`src/rtl/mac_result_fifo.sv`:
```
// Result buffer behind the FP MAC pipeline with an in-flight credit stall.
// Optional counters: define MAC_RESULT_FIFO_STATS_EN.
module mac_result_fifo #(
  parameter int DataWidth       = 32,
  parameter int Depth           = 16,
  parameter int AddrWidth       = $clog2(Depth),
  parameter int Pipeline_Stages = 12
) (
  input  logic                 clk,
  input  logic                 aclr,
  input  logic                 IssueNOP,
  input  logic                 NOPIn,
  input  logic [DataWidth-1:0] DataIn,
  output logic                 OutValid,
  input  logic                 OutReady,
  output logic [DataWidth-1:0] DataOut,
  output logic [AddrWidth:0]   Count,
  output logic                 IssueStall,
`ifdef MAC_RESULT_FIFO_STATS_EN
  output logic [31:0]          AcceptCnt,
  output logic [15:0]          DropCnt,
`endif
  output logic                 Overflow
);

  localparam int IW = $clog2(Pipeline_Stages + 1) + 1;
  localparam int SW = AddrWidth + IW + 1;

  localparam logic [AddrWidth:0] DepthC = (AddrWidth + 1)'(Depth);
  localparam logic [IW-1:0]      IfMax  = '1;

  logic [DataWidth-1:0] mem [Depth];
  logic [AddrWidth-1:0] wr_ptr;
  logic [AddrWidth-1:0] rd_ptr;
  logic [IW-1:0]        InFlight;

  logic       rd_en;
  logic       wr_en;
  logic       drop;
  logic       issue;
  logic       res;
  logic [SW-1:0] occ;

  assign issue    = !IssueNOP;
  assign res      = !NOPIn;
  assign OutValid = (Count != '0);
  assign rd_en    = OutValid && OutReady;
  assign wr_en    = res && ((Count < DepthC) || rd_en);
  assign drop     = res && !wr_en;
  assign DataOut  = mem[rd_ptr];

  assign occ        = SW'(Count) + SW'(InFlight);
  assign IssueStall = (occ >= SW'(Depth));

  // storage array, deliberately left unreset
  always_ff @(posedge clk) begin
    if (wr_en) mem[wr_ptr] <= DataIn;
  end

  // pointers and occupancy
  always_ff @(posedge clk or negedge aclr) begin
    if (!aclr) begin
      wr_ptr <= '0;
      rd_ptr <= '0;
      Count  <= '0;
    end else begin
      if (wr_en) wr_ptr <= wr_ptr + AddrWidth'(1);
      if (rd_en) rd_ptr <= rd_ptr + AddrWidth'(1);
      unique case (1'b1)
        wr_en && !rd_en: Count <= Count + (AddrWidth + 1)'(1);
        !wr_en && rd_en: Count <= Count - (AddrWidth + 1)'(1);
        default:         Count <= Count;
      endcase
    end
  end

  // operations issued into the MAC whose results are not back yet
  always_ff @(posedge clk or negedge aclr) begin
    if (!aclr) begin
      InFlight <= '0;
    end else begin
      unique case (1'b1)
        issue && !res: begin
          if (InFlight != IfMax) InFlight <= InFlight + IW'(1);
        end
        !issue && res: begin
          if (InFlight != '0) InFlight <= InFlight - IW'(1);
        end
        default: InFlight <= InFlight;
      endcase
    end
  end

  // sticky drop flag
  always_ff @(posedge clk or negedge aclr) begin
    if (!aclr) Overflow <= 1'b0;
    else if (drop) Overflow <= 1'b1;
  end

`ifdef MAC_RESULT_FIFO_STATS_EN
  // accept counter wraps, drop counter saturates
  always_ff @(posedge clk or negedge aclr) begin
    if (!aclr) begin
      AcceptCnt <= '0;
      DropCnt   <= '0;
    end else begin
      if (wr_en) AcceptCnt <= AcceptCnt + 32'd1;
      if (drop && DropCnt != 16'hFFFF) DropCnt <= DropCnt + 16'd1;
    end
  end
`endif

endmodule

```
`config.mk`:
```
export PLATFORM = sky130hd
export DESIGN_NAME = mac_result_fifo
export DESIGN_NICKNAME = d
export VERILOG_FILES = /design/src/rtl/mac_result_fifo.sv
export SDC_FILE = /design/constraint.sdc
export NUM_CORES = 1
export LEC_CHECK = 0
export BUFFER_PORTS_ARGS = -buffer_cell sky130_fd_sc_hd__buf_2
export CORE_ASPECT_RATIO = 1.5
export CORE_UTILIZATION = 25
export DETAILED_ROUTE_END_ITERATION = 10
export GPL_TIMING_DRIVEN = 0
export PLACE_DENSITY = 0.5
export SLEW_MARGIN = 10
export SYNTH_ARGS = -nofsm -noshare
export SYNTH_HDL_FRONTEND = slang
export SYNTH_SLANG_ARGS = --single-unit
```
`constraint.sdc`:
```
create_clock -name clk -period 2.5 [get_ports clk]
set_input_delay 0.375 -clock clk [delete_from_list [all_inputs] [get_ports clk]]
set_output_delay 0.375 -clock clk [all_outputs]
set_load 0.03 [all_outputs]
```
* Word-level counts from Yosys, hierarchy flattened
Memory sizes are Yosys's and may differ from the RTL's.
Cells that the tools add are included.
** Cells by class
- Multiplexer cells :: 6
- Reduce and logical (&&, ||, !) cells :: 17
- $lt $le $gt $ge :: 2
- Equal/unequal tests :: 3
- $add $sub $neg :: 7
** Operator list (number)
- one-hot mux 5 bit (2 select lines) :: 2
- adder 5 x 1 -> 5 bit, second input constant :: 2
- two-way mux 5 bit :: 2
- nonzero test 5 bit :: 2
- subtractor 5 x 1 -> 5 bit, second input constant :: 2
- adder 4 x 1 -> 4 bit, second input constant :: 2
- logical AND 1 bit :: 7
- adder 5 x 5 -> 6 bit :: 1
- greater-or-equal comparator 6 x 5 -> 1 bit, second input constant :: 1
- < comparator 5 bit, second input constant :: 1
- != test 5 bit, second input constant :: 1
- logical NOT 1 bit :: 4
- != test 2 x 1 -> 1 bit, second input constant :: 2
- nonzero test 2 bit :: 2
- AND reduction 3 bit :: 1
- two-way mux 1 bit :: 2
- logical OR 1 bit :: 1
** Storage, ports and cells
- Memory bits (writable) :: 512
- Register bits after elaboration :: 19
- Memories kept :: 1
- Bits of input ports :: 37
- Output and inout bits :: 40
- Word-level logic and storage cells :: 41
** Memories
- mem :: depth 16, bits a word 32, rd ports 1, clocked after Yosys merged registers in 0, write ports 1, RTL line 32 : logic [DataWidth-1:0] mem [Depth];

* Logic depth before layout (Yosys ltp)
Gate-level depths: netlist (run 1).
- Depth in word-level cells :: 7
- Mapped depth :: 12
- Mapped depth without buffers :: 11

* Worst setup path before layout (run 1)
No wires, ideal clock.
- Path kind :: reg-to-reg
- From :: register Count[0]
- To :: register Count[4]
- Path buffers :: 1
- Setup time :: 0.136 ns
- Arrival time :: 2.862 ns
- Stages on the path, launching flop included :: 12
- Required time :: 2.364 ns
- Path slack :: -0.498 ns
- Cells stage by stage :: dfrtp_1 > nor4_1 > nand2_1 > and2_1 > clkbuf_1 > ha_1 > ha_1 > nor2b_1 > o21ai_0 > a21oi_1 > or3b_1 > xnor2_1
** On the way
- Longest elaborated chain between the ends :: 7
- Elaborated cells between the ends (all ways) :: 13
- Classes of those cells :: add/sub: 2; order compare: 1; mux: 1; reduce/logical: 9
** Ends and longest elaborated chain
- start: declaration :: RTL line 17 : output logic [AddrWidth:0] Count,
- start signal: assignment :: RTL line 70 : wr_en && !rd_en: Count <= Count + (AddrWidth + 1)'(1);
- start signal: assignment :: RTL line 72 : default: Count <= Count;
- nonzero test 5 bit * :: RTL line 46 : assign OutValid = (Count != '0);
- named net OutValid :: RTL line 14 : output logic OutValid,
- logical AND 1 bit * :: RTL line 47 : assign rd_en = OutValid && OutReady;
- named net rd_en :: RTL line 37 : logic rd_en;
- logical OR 1 bit :: RTL line 48 : assign wr_en = res && ((Count < DepthC) || rd_en);
- logical AND 1 bit :: RTL line 48
- logical NOT 1 bit :: RTL line 71 : !wr_en && rd_en: Count <= Count - (AddrWidth + 1)'(1);
- logical AND 1 bit :: RTL line 71
- one-hot mux 5 bit (2 select lines) / nonzero test 2 bit (equally long branches)
Mark *: on every way through the listed nets, which the timed path passes. The rest lies on a longest branch.
A chain may end at the register's enable or synchronous reset.

* Worst setup path after layout (run 1)
- From :: register rd_ptr[0]
- To :: output port DataOut[27]
** On the way
- Longest elaborated chain between the ends :: 1
** Ends and longest elaborated chain
- start: declaration :: RTL line 34 : logic [AddrWidth-1:0] rd_ptr;
- start signal: assignment :: RTL line 68 : if (rd_en) rd_ptr <= rd_ptr + AddrWidth'(1);
- memory (16 x 32 bit)
- end: declaration :: RTL line 16 : output logic [DataWidth-1:0] DataOut,
Every way passes these cells.

==> results of run 1 <==
==> power by group through the flow <==
stage | clock, mW | combinational [mW] | sequential [mW]
2_1_floorplan | 0 | 6.78 | 11.1
3_3_place_gp | 0 | 10.2 | 11.1
3_5_place_dp | 0 | 10.5 | 11.1
4_1_cts | 7.66 | 12.7 | 11.0
5_1_grt | 7.96 | 14.6 | 11.0
6_report | 7.50 | 13.8 | 11.0
==> registers in the layout, indices dropped and copies added, names as in the netlist <==
signal    cells
Overflow      1
wr_ptr        4
mem         512
InFlight      5
Count         5
rd_ptr        4
==> path summary, 6_finish.rpt <==
check | start | end | slack (ps)
setup / recovery | rd_ptr[0]$_DFFE_PN0P_ | DataOut[27] | -350
hold / removal | OutReady | Overflow$_DFFE_PN0P_ | 120
setup reg to reg | Count[0]$_DFFE_PN0P_ | Count[4]$_DFFE_PN0P_ | 70
hold reg to reg | Overflow$_DFFE_PN0P_ | Overflow$_DFFE_PN0P_ | 470
max in group asynchronous | aclr | rd_ptr[1]$_DFFE_PN0P_ | 1770
min in group asynchronous | aclr | InFlight[3]$_DFFE_PN0P_ | 300
==> timing repair <==
item,in CTS,in global routing
setup buffers,4,14
pin swaps,18,75
endpoints found under the hold margin,20,0
cloned,3,1
setup endpoints to repair,125,178
gates resized for setup,209,163
hold buffers,2,0
==> layout by cell type, fill, tap and decap left out, types with 21 or more instances in the layout <==
cell / instances
clkbuf_16: 54
buf_2: 44
mux2i_1: 90
mux2i_2: 35
o21ai_1: 21
nand2_1: 26
a221oi_2: 40
buf_6: 35
a221oi_4: 24
edfxtp_1: 512
buf_4: 27
mux4_2: 60
clkbuf_1: 22
==> cell families (layout without fill, tap and decap cells) <==
| group | count (synthesis) | count (layout) |
|---|---|---|
| flip-flops | 531 | 531 |
| multiplexers | 193 | 193 |
| AO/OA/AOI/OAI | 148 | 148 |
| AND/OR/NAND/NOR | 84 | 84 |
| buffers and inverters | 70 | 276 |
| adder cells (fa/ha/maj) | 20 | 20 |
| XOR/XNOR | 14 | 14 |
==> per-layer routing <==
layer | up-vias | GRT usage, %
li1 | 4717 | -
met2 | 207 | 23.8
met4 | 6 | 4.06
met5 | - | 0
met1 | 5611 | 14.2
met3 | 90 | 1.78
==> cell type report <==
cell class                      instances  area (sq um)  area share [%]
Buffer                                 55           683            2.58
Clock buffer                           69          1390            5.24
Clock inverter                         25           196           0.742
Inverter                               13          51.3           0.194
Timing Repair Buffer                  114          1190            4.51
Sequential cell                       531         15900            59.9
Tap cell                             1113          1390            5.26
Multi-Input combinational cell        459          5710            21.6
==> stage by stage <==
step	instances	utilization [%]	setup slack, ps	hold slack (ps)	area [sq um]
4_1_cts	2365	31.2	-406	95.4	25800
6_report	2379	32.0	-348	117	26500
3_3_place_gp	2249	27.5	-1080	388	22700
5_1_grt	2379	32.0	-434	136	26500
2_1_floorplan	1060	-	-187	79.4	21000
3_5_place_dp	2263	27.9	-397	405	23100
==> worst min-delay path, delay by kind of cell <==
family / cells / cell delay [ps]
AO/OA/AOI/OAI: 1 / 70
buffers and inverters: 1 / 90
AND/OR/NAND/NOR: 1 / 130
==> flow_summary.toml, run 1 <==
[run_status]
outcome = "complete, but fails checks"
violations = "setup timing"

[drt]
wl_met3_um = 1790
drt_iter0_drc = 612
top_layer = "met5"
routed-wl-met2_um = 29800
drtPass1Iterations = 5
wl_per_cell_um = 22.6
drc = 0
drtAntennaViolNets = 0
via_count = 10600
wl_met1_um = 20700
wl_um = 53700
vias_per_cell = 4.47

[power]
fin_total_pwr_mw = 32.2
pwr-share-comb_pct = 42.8
ir_drop_v = 0.000650
internal-power_mw = 20.7
power.switching_mw = 11.5
swShare_pct = 35.8
power.leakage_nw = 8.69
seq_power_share_pct = 34.0
p_per_area_nw_per_um2 = 1220
clockPowerShare_pct = 23.3

[setup_path]
path_max_fanout = 6
setup.worst_path.end_class = "output pin"
path_depth = 7
cp_num_buf_inv = 4
crit_arrival_ps = 2470
cp_slowest_stage_delay_ps = 500
critPathSlowestCell = "mux4_2"
crit_family = "buffers and inverters"
crit_required_ps = 2120
critPathLaunchType = "register"
rr_worst_depth = 10
path_cells = "buf_6 > buf_16 > buf_12 > mux4_2 > a22oi_1 > nand2_2 > buf_4"
path_class = "register to output pin"

[clock_network]
cts_sinks = 531
cts_made_buffers = 52
clkTransAtPathRegs_ps = 60
clockBufferDepth = 3
cts_tree = "built"
cts-root-buf = "clkbuf_16"
clock_latency_ps = 590
htree_levels = 2

[logic_synthesis]
synth_top_area_share_pct = 73.5
ys.warnings.count = 0
synthCells = 1060
synth_area_leader_cell = "edfxtp_1"
synthSimpleGateAreaFrac_pct = 1.96
async_flop_share_pct = 3.58
avgSynthCellArea_sq_um = 19.7
syn-num-nets = 1117
synth_cell_types = 36
synth_ff_type = "edfxtp_1"
synth.most_common_cell = "edfxtp_1"
synth_mux_area_share_pct = 13.1
yosysSeqAreaShare_pct = 75.8
synth-seq-cells = 531
synth_top_family_by_area = "multiplexers"
syn_area_sq_um = 20900
yosys-top-cells-count = "edfxtp_1 (512), mux2i_1 (128), a221oi_1 (64)"
synth_compound_area_share_pct = 5.14
synth-xor-area-share_pct = 0.586
synth_area_leaders = "edfxtp_1 (74%), mux4_2 (6.5%), mux2i_1 (6.1%)"
synth-adder-area-share_pct = 1.27
synth-edff-count = 512

[floorplanning]
die_area_sq_um = 84900
rows = 129
die_x_um = 238
core_sq_um = 82600
start_util_pct = 25.3
io_pins = 77
fp.dieH_um = 356

[timing]
hold_violations = 0
finalWorstSetupSlack_ps = -348
layout_min_cycle_time_ps = 2850
final.period_utilization_pct = 114
relSlewSlack_pct = 43.9
finalMaxSlewViolations = 0
worst_slew_pin_slew_ps = 842
max_freq_ghz = 0.351
finalSetupViolCount = 32
rsz0062_at_grt = "yes"
clock_skew_ps = 13.9
tns_ps = -8810

[grt]
grt-ovfl-total = 0
grt_pass1_vias = 11200
antenna_found_initial = 6
grt_max_degree = 33
grt_usage_pct = 12.5
grt_pass1_wl_um = 76900

[cells_and_area]
antenna_cells = 0
drive_above_1_share_pct = 36.6
area_growth_pct = 26.6
nFillCells = 7999
nets = 1283

[placement]
dp_hpwl_um = 34400
port_buffers = 76
gp_congestion = 0.715

[hold_path]
worstHoldPathType = "input pin to register"
hold_depth = 3

[flow_run]
cap_violations = 0
Power figures use the tool's default switching activity.
==> run 2: changes to the inputs <==
- MAX_ROUTING_LAYER: default -> met4
==> run 2 against run 1 <==
The run still ends with setup timing left. Register-to-register slack hardly changed. Wire length grew 0.54%. Largest power group unchanged. Core utilization up 0.089 points. Sequential power barely moved. Highest routed layer is now met4. Die area unchanged. Critical endpoint unchanged.
==> flow_summary.toml, run 2 (same netlist as run 1, synthesis figures left out) <==
[cells_and_area]
largest-register = "mem"
largest_reg_flops = 512
final_core_util_pct = 32.1
drive_above_1_share_pct = 37.2
final_cells = 2384
reg_top3 = "mem x512, Count x5, InFlight x5"
nets = 1285
nFillCells = 7985
area_growth_pct = 26.9
final_cell_mix = "edfxtp_1 (512), mux2i_1 (89), mux4_2 (60)"
mostFrequentLayoutCell = "edfxtp_1"

[clock_network]
cts_made_buffers = 52
clkTransAtPathRegs_ps = 60
cts-root-buf = "clkbuf_16"
cts_tree = "built"
clock_latency_ps = 580
cts_sinks = 531
htree_levels = 2
clockBufferDepth = 3

[setup_path]
cp_slowest_stage_delay_ps = 380
critPathSlowestCell = "dfrtp_1"
worstSetupEndpoint = "DataOut[27]"
path_max_fanout = 8
setup.worst_path.end_class = "output pin"
path_class = "register to output pin"
critPathLaunchType = "register"
crit_family = "buffers and inverters"
reg2reg_from = "Count[0]$_DFFE_PN0P_"
crit_arrival_ps = 2450
rr_worst_depth = 10
crit_start = "rd_ptr[0]$_DFFE_PN0P_"
rr_endpoint = "Count[4]$_DFFE_PN0P_"
path_cells = "buf_6 > buf_12 > clkbuf_16 > mux2i_1 > a221oi_2 > o21ai_1 > nand2_2 > buf_4"
cp_num_buf_inv = 4
path_depth = 8
r2r_slack_ps = 70
crit_required_ps = 2120

[timing]
finalWorstSetupSlack_ps = -325
hold_violations = 0
relSlewSlack_pct = 43.8
clock_skew_ps = 13.1
layout_min_cycle_time_ps = 2820
rsz0062_at_grt = "yes"
finalMaxSlewViolations = 0
final.period_utilization_pct = 113
finalSetupViolCount = 32
worst_slew_pin_slew_ps = 843
max_freq_ghz = 0.354
tns_ps = -8630

[power]
clockPowerShare_pct = 23.1
fin_total_pwr_mw = 32.5
ir_drop_v = 0.000648
seq_power_share_pct = 33.7
pwr-share-comb_pct = 43.1
p_per_area_nw_per_um2 = 1220
internal-power_mw = 20.8
swShare_pct = 35.8
power.switching_mw = 11.6
power.leakage_nw = 8.72

[placement]
gp_congestion = 0.723
dp_hpwl_um = 34400
dp.cells = 2263
port_buffers = 76

[grt]
grt_max_degree = 33
grt-ovfl-total = 0
grt_pass1_wl_um = 76800
grt_usage_pct = 12.9
antenna_found_initial = 6
grt_pass1_vias = 11200

[floorplanning]
die_area_sq_um = 84900
core_sq_um = 82600
start_util_pct = 25.3
io_pins = 77
fp.dieH_um = 356
die_x_um = 238
rows = 129

[drt]
top_layer = "met4"
drtPass1Iterations = 5
wl_met1_um = 20800
wl_um = 54000
routed-wl-met2_um = 30000
via_count = 10600
wl_met3_um = 1760
drtAntennaViolNets = 0
drc = 0
drt_iter0_drc = 628
wl_per_cell_um = 22.7
vias_per_cell = 4.45

[run_status]
outcome = "complete, but fails checks"
violations = "setup timing"

[flow_run]
cap_violations = 0

[hold_path]
worstHoldPathType = "input pin to register"
-- run 2: cell count changes in the layout (fill, tap and decap cells not counted), moves of 2 or more --
cell / previous run / this run
a22oi_1: 13 / 9
diode_2: 0 / 3
mux2i_2: 35 / 39
a22oi_2: 19 / 23
buf_12: 19 / 22
mux2i_4: 3 / 0
buf_6: 35 / 37
buf_4: 27 / 25
buf_8: 10 / 8
o21ai_1: 21 / 23
o21ai_0: 19 / 16
-- run 2: worst min path at each step --
stage          startpoint                 endpoint  slack, ps  cells after the start
2_1_floorplan        aclr     Count[0]$_DFFE_PN0P_         80                      0
3_3_place_gp         aclr  InFlight[4]$_DFFE_PN0P_        390                      1
3_5_place_dp         aclr     Overflow$_DFFE_PN0P_        410                      1
4_1_cts          OutReady     Overflow$_DFFE_PN0P_        100                      3
5_1_grt          OutReady     Overflow$_DFFE_PN0P_        140                      3
6_report         OutReady     Overflow$_DFFE_PN0P_        120                      3
-- run 2: what timing repair did --
| action | in CTS | in global routing |
|---|---|---|
| hold buffers | 2 | 0 |
| hold endpoints to repair | 20 | 0 |
| pin swaps | 18 | 93 |
| cloned | 3 | 2 |
| endpoints found under the setup margin | 125 | 179 |
| resized for setup | 209 | 177 |
| setup buffers | 4 | 15 |
-- run 2: routing by layer --
layer,vias to the layer above,GRT usage [%]
li1,4727,-
met1,5599,14.2
met2,193,23.7
met3,87,1.71
met4,0,4.10
met5,-,-
-- run 2: worst min-delay path: cells and delay by family --
kind / cells / cell delay (ps)
AO/OA/AOI/OAI: 1 / 70
buffers and inverters: 1 / 90
AND/OR/NAND/NOR: 1 / 130
-- run 2: stage by stage --
step	cell area [sq um]	setup slack (ps)	hold WS [ps]
6_report	26500	-325	122
5_1_grt	26500	-412	136
4_1_cts	25800	-406	95.4
3_5_place_dp	23100	-397	405
3_3_place_gp	22700	-1080	388
2_1_floorplan	21000	-187	79.4
-- run 2: area by class of cell --
class	count	area, sq um	area share [%]
plain buffers	55	702	2.64
diodes	3	7.51	0.0283
repair buffers	116	1240	4.67
flip-flops and latches	531	15900	59.7
clock buffers	69	1390	5.22
clock inverters	25	196	0.740
well taps	1113	1390	5.25
inverters	13	51.3	0.193
multi-input cells	459	5710	21.5
-- run 2: power by group through the flow --
stage	Clock (mW)	Sequential, mW	Combinational, mW
after floorplan	0	11.1	6.78
after global placement	0	11.1	10.2
after detailed placement	0	11.1	10.5
after CTS	7.66	11.0	12.7
after global routing	7.96	11.0	14.8
final	7.50	11.0	14.0
==> run 3: changes to the inputs <==
- PLACE_DENSITY: 0.5 -> 0.49
- clock period: 2.5 -> 2.67 ns (I/O delays scaled with it)
==> run 3 against run 2 <==
The run still ends with setup timing left. Global-route usage is 0.087 points higher. Sequential share of layout area is 0.39 points higher. Sequential power is 6% lower. First-iteration DRC count is 12% lower. Cell count is 0.63% lower. Largest power group unchanged.
==> flow_summary.toml, run 3 (same netlist as run 1, synthesis figures left out) <==
[drt]
wl_met3_um = 1490
drc = 0
wl_um = 54200
via_count = 10600
top_layer = "met4"
drt_iter0_drc = 551
wl_met1_um = 21000
drtPass1Iterations = 5
vias_per_cell = 4.47
wl_per_cell_um = 22.9
drtAntennaViolNets = 0
routed-wl-met2_um = 30000

[cells_and_area]
drive_above_1_share_pct = 36.9
largest-register = "mem"
mostFrequentLayoutCell = "edfxtp_1"
largest_reg_flops = 512
nets = 1275
final_cell_mix = "edfxtp_1 (512), mux2i_1 (92), mux4_2 (60)"
reg_top3 = "mem x512, Count x5, InFlight x5"
area_growth_pct = 26.1
final_core_util_pct = 31.9
design_area_sq_um = 26400

[power]
p_per_area_nw_per_um2 = 1150
ir_drop_v = 0.000584
power.leakage_nw = 8.63
fin_total_pwr_mw = 30.2

[grt]
grt-ovfl-total = 0
grt_usage_pct = 13.0
antenna_found_initial = 3
grt_max_degree = 33
grt_pass1_wl_um = 77600
grt_pass1_vias = 11400

[run_status]
violations = "setup timing"
outcome = "complete, but fails checks"

[placement]
dpl_cell_area_sq_um = 23000
port_buffers = 76
dp_worst_setup_slack_ps = -320
dp_hpwl_um = 34400
gp_congestion = 0.732

[timing]
rsz0062_at_grt = "yes"
max_freq_ghz = 0.349
layout_min_cycle_time_ps = 2870
final.period_utilization_pct = 107
hold_violations = 0
timing.hold.ws_ps = 48.2
finalSetupViolCount = 32
relSlewSlack_pct = 39.5
clock_skew_ps = 11.5
finalWorstSetupSlack_ps = -199
finalMaxSlewViolations = 0
worst_slew_pin_slew_ps = 908

[setup_path]
setup.worst_path.end_class = "output pin"
path_max_fanout = 6
path_cells = "buf_6 > clkbuf_16 > clkbuf_16 > mux4_2 > a22oi_2 > nand2_2 > buf_6"
rr_worst_depth = 11
critPathLaunchType = "register"
reg2reg_from = "Count[0]$_DFFE_PN0P_"
crit_required_ps = 2270
rr_endpoint = "Count[4]$_DFFE_PN0P_"
r2r_slack_ps = 160
path_class = "register to output pin"
cp_slowest_stage_delay_ps = 510
crit_arrival_ps = 2470
critPathSlowestCell = "mux4_2"

[clock_network]
cts-root-buf = "clkbuf_16"
clkTransAtPathRegs_ps = 70
cts_sinks = 531
htree_levels = 2
clockBufferDepth = 3
cts_tree = "built"
cts_made_buffers = 48
clock_latency_ps = 570

[hold_path]
worstHoldPathType = "input pin to register"
min_from = "NOPIn"
hold_path_end = "Overflow$_DFFE_PN0P_"
hold_depth = 2

[floorplanning]
io_pins = 77
die_x_um = 238
rows = 129
fp.dieH_um = 356
die_area_sq_um = 84900
start_util_pct = 25.3
core_sq_um = 82600

[flow_run]
cap_violations = 0
-- run 3: cell count changes in the layout (fill, tap and decap cells not counted), moves of 4 or more --
| cell | change |
|---|---|
| a22oi_2 | +4 |
| clkinv_1 | -6 |
| and2_2 | +4 |
| buf_16 | -4 |
| mux2i_2 | -4 |
| a22oi_1 | -4 |
| buf_4 | -9 |
| a221oi_2 | -6 |
| a221oi_4 | +5 |
| buf_6 | +9 |
| o21ai_1 | -4 |
| clkinv_2 | +7 |
| and2_4 | -5 |
-- run 3: how the worst max path moves through the flow --
stage / slack [ps] / cells after the start / to / startpoint
5_1_grt: -280 / 7 / DataOut[1] / rd_ptr[0]$_DFFE_PN0P_
4_1_cts: -270 / 7 / DataOut[17] / rd_ptr[0]$_DFFE_PN0P_
6_report: -200 / 7 / DataOut[1] / rd_ptr[0]$_DFFE_PN0P_
3_5_place_dp: -320 / 6 / DataOut[31] / rd_ptr[1]$_DFFE_PN0P_
2_1_floorplan: -20 / 11 / Count[4]$_DFFE_PN0P_ / Count[3]$_DFFE_PN0P_
3_3_place_gp: -960 / 6 / mem[8][6]$_DFFE_PP_ / OutReady
-- run 3: through the flow --
stage | cells | TNS (ps)
floorplan | 1060 | -17.1
global placement | 2249 | -424680
detailed placement | 2261 | -5630
CTS | 2351 | -6710
global route | 2369 | -7610
finish | 2369 | -4560
-- run 3: repair_timing --
item | in CTS | in global routing
setup endpoints to repair | 32 | 56
pin swaps | 9 | 98
hold buffers | 1 | 0
setup buffers | 3 | 13
gates cloned | 0 | 4
resized for setup | 198 | 181
hold endpoints to repair | 19 | 0
-- run 3: area by class of cell --
class | count | area, sq um
clock inverter | 25 | 201
timing repair buffer | 109 | 1120
fill | 7976 | 56300
inverter | 13 | 48.8
antenna | 1 | 2.50
buffer | 56 | 727
sequential | 531 | 15900
clock buffer | 62 | 1270
multi-input combinational | 459 | 5750
tap | 1113 | 1390
-- run 3: worst max-delay path: cells and delay by family (launching register included) --
kind | cells | cell delay (ps)
compound gates | 1 | 150
buf+inv | 4 | 730
mux | 1 | 510
simple gates | 1 | 120
flops | 1 | 360
-- run 3: layer usage --
layer  vias up  global-route usage, %
met5         -                      -
met4         0                   4.62
met3        93                   1.32
met2       202                   24.0
met1      5608                   14.3
li1       4693                      -
-- run 3: power by group --
group | switching, mW | internal [mW] | leakage (nW)
Clock | 3.02 | 3.67 | 0.723
Combinational | 7.54 | 5.71 | 3.07
Sequential | 0.327 | 9.93 | 4.84
